--- config.mk ---
export PLATFORM = sky130hd
export DESIGN_NAME = dffasr_stim_ctrl
export DESIGN_NICKNAME = d
export VERILOG_FILES = /design/src/rtl/dffasr_stim_pkg.sv /design/src/rtl/dffasr_stim_timer.sv /design/src/rtl/dffasr_stim_ctrl.sv
export SDC_FILE = /design/constraint.sdc
export NUM_CORES = 1
export LEC_CHECK = 0
export BUFFER_PORTS_ARGS = -buffer_cell sky130_fd_sc_hd__buf_2
export CORE_MARGIN = 2
export CORE_UTILIZATION = 45
export DETAILED_ROUTE_END_ITERATION = 7
export GPL_ROUTABILITY_DRIVEN = 0
export PLACE_DENSITY = 0.68
export SYNTH_ARGS = -nofsm -noshare
export SYNTH_HDL_FRONTEND = slang
export SYNTH_SLANG_ARGS = --single-unit
--- constraint.sdc ---
create_clock -name CLK -period 2.7 [get_ports CLK]
set_input_delay 0.27 -clock CLK [delete_from_list [all_inputs] [get_ports CLK]]
set_output_delay 0.27 -clock CLK [all_outputs]
set_load 0.02 [all_outputs]
--- src/rtl/dffasr_stim_pkg.sv ---
// Shared types and constants for the async set/reset flip-flop stimulus sequencer.
package dffasr_stim_pkg;

   typedef enum logic [1:0] {
      LOAD0 = 2'b00,
      LOAD1 = 2'b01,
      RESET = 2'b10,
      SET   = 2'b11
   } op_e;

   typedef enum logic [2:0] {
      IDLE,
      DRIVE,
      CLK_HI,
      CLK_LO,
      PULSE,
      RECOV,
      SAMPLE
   } state_e;

   // LOAD sequence: setup, clock high, hold, then the sample cycle.
   localparam int unsigned LOAD_SETUP_CYC = 1;
   localparam int unsigned LOAD_CLKHI_CYC = 1;
   localparam int unsigned LOAD_HOLD_CYC  = 1;
   localparam int unsigned LOAD_RSP_LAT   = LOAD_SETUP_CYC + LOAD_CLKHI_CYC + LOAD_HOLD_CYC + 1;

   function automatic int unsigned cnt_width(input int unsigned max_cyc);
      return (max_cyc > 1) ? $clog2(max_cyc) : 1;
   endfunction

   // Cycles from acceptance to rsp_valid for a given op.
   function automatic int unsigned op_latency(input op_e op, input int unsigned pw_cyc,
                                              input int unsigned rec_cyc);
      return op[1] ? (pw_cyc + rec_cyc + 1) : LOAD_RSP_LAT;
   endfunction

endpackage

--- src/rtl/dffasr_stim_timer.sv ---
// Loadable down-counter timing the async pulse and recovery windows.
module dffasr_stim_timer
   import dffasr_stim_pkg::*;
#(
   parameter  int unsigned MAX_CYC = 2,
   localparam int unsigned CNT_W   = cnt_width(MAX_CYC)
) (
   input  logic             CLK,
   input  logic             RSTB,
   input  logic             load,
   input  logic [CNT_W-1:0] load_val,
   output logic             done
);

   logic [CNT_W-1:0] cnt;

   // Loading N-1 makes done rise in the Nth cycle after the load edge.
   always_ff @(posedge CLK or negedge RSTB) begin
      if (!RSTB) begin
         cnt <= '0;
      end else if (load) begin
         cnt <= load_val;
      end else if (cnt != '0) begin
         cnt <= cnt - 1'b1;
      end
   end

   assign done = (cnt == '0);

endmodule

--- src/rtl/dffasr_stim_ctrl.sv ---
// Command-driven stimulus/check sequencer for one async set/reset flip-flop cell.
module dffasr_stim_ctrl
   import dffasr_stim_pkg::*;
#(
   parameter int unsigned PW_CYC  = 2,
   parameter int unsigned REC_CYC = 2,
   parameter int unsigned ERR_W   = 8
) (
   input  logic             CLK,
   input  logic             RSTB,
   input  logic             cmd_valid,
   output logic             cmd_ready,
   input  logic [1:0]       cmd_op,
   output logic             rsp_valid,
   output logic             rsp_pass,
   output logic             rsp_q,
   output logic [ERR_W-1:0] err_cnt,
   output logic             dut_d,
   output logic             dut_clk,
   output logic             dut_rstb,
   output logic             dut_setb,
   input  logic             dut_q,
   input  logic             dut_qn
);

   if (PW_CYC < 1) begin : g_bad_pw
      $error("dffasr_stim_ctrl: PW_CYC must be >= 1");
   end
   if (REC_CYC < 1) begin : g_bad_rec
      $error("dffasr_stim_ctrl: REC_CYC must be >= 1");
   end

   localparam int unsigned TMR_MAX = (PW_CYC > REC_CYC) ? PW_CYC : REC_CYC;
   localparam int unsigned TMR_W   = cnt_width(TMR_MAX);

   state_e           state;
   op_e              op;
   logic             tmr_load;
   logic [TMR_W-1:0] tmr_val;
   logic             tmr_done;
   logic             exp_q;
   logic             chk_pass;
   logic             enter_sample;

   assign cmd_ready = (state == IDLE);

   // For every op the expected Q equals op bit 0 (LOAD1 and SET give 1).
   assign exp_q    = op[0];
   assign chk_pass = (dut_q === exp_q) && (dut_qn === ~exp_q);

   assign enter_sample = (state == CLK_LO) || ((state == RECOV) && tmr_done);

   always_comb begin
      tmr_load = 1'b0;
      tmr_val  = TMR_W'(PW_CYC - 1);
      if ((state == IDLE) && cmd_valid && cmd_op[1]) begin
         tmr_load = 1'b1;
      end else if ((state == PULSE) && tmr_done) begin
         tmr_load = 1'b1;
         tmr_val  = TMR_W'(REC_CYC - 1);
      end
   end

   dffasr_stim_timer #(
      .MAX_CYC (TMR_MAX)
   ) u_timer (
      .CLK      (CLK),
      .RSTB     (RSTB),
      .load     (tmr_load),
      .load_val (tmr_val),
      .done     (tmr_done)
   );

   always_ff @(posedge CLK or negedge RSTB) begin
      if (!RSTB) begin
         state     <= IDLE;
         op        <= LOAD0;
         rsp_valid <= 1'b0;
         rsp_pass  <= 1'b0;
         rsp_q     <= 1'b0;
         err_cnt   <= '0;
         dut_d     <= 1'b0;
         dut_clk   <= 1'b0;
         dut_rstb  <= 1'b1;
         dut_setb  <= 1'b1;
      end else begin
         rsp_valid <= 1'b0;
         unique case (state)
            IDLE: begin
               if (cmd_valid) begin
                  op <= op_e'(cmd_op);
                  if (!cmd_op[1]) begin
                     dut_d <= cmd_op[0];
                     state <= DRIVE;
                  end else begin
                     // Only one of the async pins is ever pulled low.
                     dut_rstb <= cmd_op[0];
                     dut_setb <= ~cmd_op[0];
                     state    <= PULSE;
                  end
               end
            end
            DRIVE: begin
               dut_clk <= 1'b1;
               state   <= CLK_HI;
            end
            CLK_HI: begin
               dut_clk <= 1'b0;
               state   <= CLK_LO;
            end
            CLK_LO: begin
               state <= SAMPLE;
            end
            PULSE: begin
               if (tmr_done) begin
                  dut_rstb <= 1'b1;
                  dut_setb <= 1'b1;
                  state    <= RECOV;
               end
            end
            RECOV: begin
               if (tmr_done) begin
                  state <= SAMPLE;
               end
            end
            SAMPLE: begin
               state <= IDLE;
            end
            default: begin
               state <= IDLE;
            end
         endcase

         if (enter_sample) begin
            rsp_valid <= 1'b1;
            rsp_q     <= dut_q;
            rsp_pass  <= chk_pass;
            if (!chk_pass && (err_cnt != '1)) begin
               err_cnt <= err_cnt + 1'b1;
            end
         end
      end
   end

endmodule

==> run_results.csv, run 1 <==
group,metric,value,unit
run_status,outcome,"finished clean",
final_layout,post_layout_nonfiller_instances,144,
critical_path,startpoint_type,"flip-flop",
logic_synthesis,synth_area_leaders,"dfrtp_1 44%, dfstp_2 5.1%, mux2_4 4.4%",
clock_tree,cts_tree,"yes",
clock_tree,cts.clk_slew.worst_paths,120,ps
timing,clock.fmax,622,MHz
drt,totalWireLength,1890,µm
critical_path,cp_top_family,"flip-flops",
critical_path,cp_cell_sequence,"and3b_1 > a31o_4 > o211a_1 > mux2_4",
logic_synthesis,synth.avg_cell_area,11.1,µm²
critical_path,critical_path_required,2900,ps
pwr,irDropWorstVdd,0.551,mV
floorplanning,fp.dieH,51.7,µm
drt,first_pass_iters,4,
timing,final.period_utilization,0.595,
placed_design,dpl.cell_count,139,
final_layout,antenna_cells,0,
critical_path,crit_slowest_cell,"dfrtp_1",
logic_synthesis,yosys_warnings,0,
floorplanning,rows,17,
drt,postRouteAntennaNets,0,
critical_path,crit_type,"flip-flop to flip-flop",
logic_synthesis,synth.cell_area,0.00102,mm²
global_route,grt_pass1_wl,3380,µm
timing,setup_viol,0,
placed_design,dp_slack,1120,ps
floorplanning,core_area,0.00219,mm²
logic_synthesis,ys_seq_area_frac,0.491,
placed_design,port_buffers,22,
drt,drtIter0Drc,14,
floorplanning,ios,23,
flow_run,maxCapViolCount,0,
drt,viasPerCell,5.38,
clock_tree,worstSkewPairLatency,300,ps
worst_hold_path,hold_path_class,"primary input to flip-flop",
final_layout,drive_above_1_share,0.345,
final_layout,areaGrowthSynthToFinish,16.0,%
global_route,grt-ovfl-total,0,
logic_synthesis,netlist_top_cells_count,"18 x dfrtp_1, 8 x nor2_1, 6 x nand2_1",
critical_path,cp.buffers_inverters,0,
global_route,grt_max_degree,21,
floorplanning,die_x,51.7,µm
clock_tree,clockBufferDepth,2,
final_layout,nets,125,
global_route,grt_pass1_vias,742,
logic_synthesis,synth_cell_types,33,
drt,vias,775,
logic_synthesis,synthCells,92,
global_route,grt_use_total,0.172,
drt,routedWlPerCell,13.1,µm
clock_tree,postCtsSetupRepairBufs,0,
final_layout,top_register,"err_cnt",
placed_design,dp.final_hpwl,1370,µm
final_layout,largest_reg_flops,8,
logic_synthesis,synth_edf_count,0,
timing,maxSlewViolCount,0,
logic_synthesis,yosysTopAreaCell,"dfrtp_1",
logic_synthesis,synthArstFlopShare,1.00,
logic_synthesis,synth_top_area_frac,0.440,
critical_path,r2r_slack,1090,ps
timing,min_period,1610,ps
critical_path,max_stage_delay,540,ps
timing,worstMarginPinSlew,442,ps
clock_tree,cts_num_sinks,20,
pwr,leakagePower,0.587,nW
pwr,power.density,1130,mW/mm²
timing,hold_violations,0,
critical_path,cp_data_arrival_time,1810,ps
timing,relSlewSlack,0.705,
drt,drc,0,
clock_tree,h-tree-depth,1,
critical_path,setup.worst_path.end_class,"flip-flop",
floorplanning,design.die.area,0.00267,mm²
logic_synthesis,yosys_most_used_dff,"dfrtp_1",
clock_tree,root_buffer,"clkbuf_4",
timing,fin_ws,1090,ps
logic_synthesis,yosysMostFrequentCell,"dfrtp_1",
logic_synthesis,ys_seq_elements,20,
final_layout,reg.largest.list,"err_cnt x8, state x3",
global_route,antenna_found_initial,0,
timing,tns,0,ps
timing,finClkSkew,0.934,ps
timing,rsz0062_at_grt,"no",
logic_synthesis,synth_fp_nets,100,
critical_path,worstPathMaxFanout,12,
floorplanning,start_util,0.467,
clock_tree,cts_buffers,3,
-- cells by family (layout without fill, tap and decap cells) --
kind of cell	Yosys count	count (layout)	synth area share
DFF	20	20	0.491
muxes	6	6	0.0770
buffers and inverters	6	30	0.0379
and+or+nand+nor	36	36	0.205
AOI/OAI and AO/OA	18	18	0.133
xor gates and xnor gates	5	5	0.0428
adders and majority gates	1	1	0.0122
-- report_power, final --
part / internal (mW) / switching (mW)
Combinational: 0.260 / 0.342
Sequential: 0.427 / 0.132
Clock: 0.0823 / 0.0970
-- routing by layer --
metal  share of wire  up-vias  track usage
met5               0        -            0
met1            0.47      374        0.241
met3           0.037        2       0.0287
met2            0.48       18        0.256
li1                -      381            -
met4          0.0090        0       0.0877
-- cell usage in the layout, fill, tap and decap left out, types with 2 or more instances in the layout --
| cell | Yosys | final |
|---|---|---|
| nor2_1 | 8 | 8 |
| clkbuf_4 | 0 | 3 |
| and3b_1 | 3 | 3 |
| dfrtp_1 | 18 | 18 |
| xnor2_1 | 4 | 4 |
| mux2_4 | 3 | 3 |
| a31oi_1 | 3 | 3 |
| nand3_1 | 4 | 4 |
| nand4_1 | 3 | 3 |
| and4_4 | 2 | 2 |
| nand2b_1 | 3 | 3 |
| dfstp_2 | 2 | 2 |
| a21oi_1 | 4 | 4 |
| nand2_1 | 6 | 6 |
| and3_1 | 2 | 2 |
| o21ai_0 | 4 | 4 |
| inv_1 | 3 | 3 |
| buf_2 | 1 | 22 |
| mux2_2 | 2 | 2 |
| nand3b_1 | 2 | 2 |
-- per-stage QoR --
step	power, mW	cell area (µm²)	hold slack (ps)	util
2_1_floorplan	1.03	1020	-25.6	-
3_3_place_gp	1.15	1140	240	0.521
3_5_place_dp	1.17	1140	249	0.521
4_1_cts	1.35	1190	208	0.542
5_1_grt	1.44	1190	227	0.542
6_report	1.34	1190	213	0.542
-- cell type report --
cell class | count | area [µm²]
flip-flops and latches | 20 | 503
clock buffers | 4 | 36.3
repair buffers | 23 | 120
well taps | 28 | 35.0
inverters | 3 | 11.3
fillers | 206 | 1000
multi-input cells | 66 | 482
-- final timing paths --
check	from	endpoint	cells after the start
setup / recovery	state[2]	err_cnt[1]	4
hold / removal	dut_q	rsp_q	2
setup reg to reg	state[2]	err_cnt[1]	4
hold reg to reg	u_timer.cnt	dut_setb	1
max in group asynchronous	RSTB	dut_rstb	2
min in group asynchronous	RSTB	u_timer.cnt	2
-- what timing repair did --
item	CTS	global route
gates resized for setup	0	0
hold endpoints to repair	18	0
hold buffers	1	0
Note: power is estimated with default switching activity, not from simulation.
==> run 2, diff against run 1 <==
clock period = 1.6 ns   (was 2.7 ns; I/O delays follow)
==> run 2 against run 1 <==
  * Count of clock-buffer cells in the layout is the same
  * Clock skew grew 2.9 ps
  * Sequential power grew 63%
  * Clock power grew 44%
  * Combinational power grew 88%
  * Largest power group unchanged
  * Non-clock buffer count grew 4
  * Via count grew 5.0%
  * Hold slack lost 110 ps
  * Die area is the same
  * Critical path depth is the same
==> run_results.csv, run 2 (same netlist as run 1, synthesis figures left out) <==
group,metric,value,unit
run_status,outcome,"finished clean",
timing,setup_viol,0,
final_layout,final_common_cell,"buf_2",
floorplanning,fp.dieH,51.7,µm
critical_path,r2r_slack,90,ps
global_route,grt_use_met3,0.0259,
clock_tree,worstSkewPairLatency,300,ps
global_route,grt_pass1_wl,3470,µm
floorplanning,rows,17,
drt,drc,0,
global_route,top_usage_layer,"met2",
timing,final.period_utilization,0.942,
critical_path,r2r_end,"err_cnt[1]",
timing,rsz0062_at_grt,"no",
floorplanning,core_area,0.00219,mm²
clock_tree,cts_num_sinks,20,
timing,maxSlewViolCount,0,
pwr,p_seq_frac,0.396,
critical_path,startpoint_type,"flip-flop",
final_layout,nets,129,
drt,routedWlPerCell,13.9,µm
pwr,irDropWorstVdd,0.973,mV
final_layout,antenna_cells,0,
pwr,switching_share,0.429,
placed_design,port_buffers,22,
final_layout,reg.largest.list,"err_cnt x8, state x3",
floorplanning,ios,23,
final_layout,areaGrowthSynthToFinish,18.2,%
global_route,grt_pass1_vias,757,
timing,finClkSkew,3.85,ps
timing,min_period,1510,ps
worst_hold_path,holdPathEnd,"rsp_q",
drt,vias,814,
final_layout,seq_area,503,µm²
floorplanning,start_util,0.467,
critical_path,r2r_start,"state[1]",
global_route,grt-ovfl-total,0,
critical_path,critical_path_required,1800,ps
worst_hold_path,hold_depth,2,
critical_path,max_stage_delay,460,ps
timing,hold_violations,0,
timing,clock.fmax,663,MHz
global_route,met1_usage,0.251,
critical_path,setup.worst_path.end_class,"flip-flop",
pwr,leakagePower,0.601,nW
global_route,antenna_found_initial,0,
pwr,intPower,1.32,mW
timing,relSlewSlack,0.699,
drt,viasPerCell,5.50,
clock_tree,clockBufferDepth,2,
pwr,power.density,1900,mW/mm²
critical_path,cp_cell_sequence,"and3b_1 > a31o_4 > o211a_1 > mux2_4",
critical_path,ff2ff_path_depth,4,
clock_tree,cts.clk_slew.worst_paths,120,ps
final_layout,drive_above_1_share,0.367,
clock_tree,cts_buffers,3,
worst_hold_path,hold_start,"dut_q",
pwr,switching_power,987,µW
critical_path,crit_slowest_cell,"dfrtp_1",
final_layout,multi_input_area,484,µm²
clock_tree,cts_tree,"yes",
clock_tree,h-tree-depth,1,
drt,first_pass_iters,7,
global_route,grt_max_degree,21,
final_layout,fillCellCount,190,
final_layout,final_cell_mix,"22 x buf_2, 18 x dfrtp_1, 7 x nor2_1, 6 x nand2_1",
critical_path,crit_type,"flip-flop to flip-flop",
pwr,clkPwrFrac,0.112,
timing,worstMarginPinSlew,452,ps
flow_run,maxCapViolCount,0,
timing,tns,0,ps
placed_design,dp.final_hpwl,1420,µm
floorplanning,die_x,51.7,µm
drt,postRouteAntennaNets,0,
drt,totalWireLength,2060,µm
worst_hold_path,hold_path_class,"primary input to flip-flop",
clock_tree,root_buffer,"clkbuf_4",
pwr,pwr-share-comb,0.493,
global_route,use_met2,0.271,
final_layout,largest_reg_flops,8,
final_layout,top_register,"err_cnt",
final_layout,utilization,0.552,
critical_path,worstPathMaxFanout,12,
critical_path,cp_data_arrival_time,1710,ps
drt,drtIter0Drc,18,
global_route,grt_use_total,0.178,
floorplanning,design.die.area,0.00267,mm²
-- run 2: critical path, delay by kind of cell (launching register included) --
family             cells  cell delay [ps]
muxes                  1              300
and+or+nand+nor        1              230
DFF                    1              460
AOI/OAI and AO/OA      2              420
-- run 2: how the worst max path moves through the flow --
stage / startpoint / to / slack, ps / cells past startpoint
CTS: state[1] / err_cnt[1] / 70 / 4
global route: state[1] / err_cnt[1] / 40 / 4
floorplan: err_cnt[0] / err_cnt[1] / 70 / 4
finish: state[1] / err_cnt[1] / 90 / 4
detailed placement: state[1] / err_cnt[1] / 100 / 4
global placement: state[1] / err_cnt[1] / 140 / 4
-- run 2: power groups by stage --
stage / registers (mW) / logic, mW / clock network, mW
2_1_floorplan: 1.05 / 0.687 / 0
3_3_place_gp: 0.895 / 1.11 / 0
3_5_place_dp: 0.911 / 1.13 / 0
4_1_cts: 0.905 / 1.13 / 0.262
5_1_grt: 0.946 / 1.26 / 0.279
6_report: 0.911 / 1.13 / 0.257
-- run 2: final cells by class --
cell class	count	share of cell area
flip-flops and latches	20	0.416
multi-input cells	66	0.400
repair buffers	27	0.124
well taps	28	0.0290
clock buffers	4	0.0217
inverters	3	0.00931
-- run 2: layer usage --
layer	share of wire	wire length (µm)	vias to the layer above
li1	-	-	390
met1	0.49	1000	383
met2	0.44	917	33
met3	0.051	105	8
met4	0.017	36	0
met5	0	0	-
-- run 2: stage by stage --
step	std cells	cell area (µm²)	hold slack [ps]	total power [mW]	setup slack (ps)
after global routing	148	1210	115	2.48	35.7
final	148	1210	108	2.30	92.7
after detailed placement	143	1170	141	2.04	95.1
after global placement	143	1170	129	2.01	135
after floorplan	92	1020	-136	1.73	71.0
after CTS	148	1210	109	2.30	73.5
-- run 2: what timing repair did --
| action | in CTS | in global routing |
|---|---|---|
| gates resized for setup | 0 | 1 |
| endpoints found under the setup margin | 0 | 1 |
| hold buffers | 1 | 0 |
| setup buffers | 0 | 0 |
| endpoints found under the hold margin | 18 | 0 |
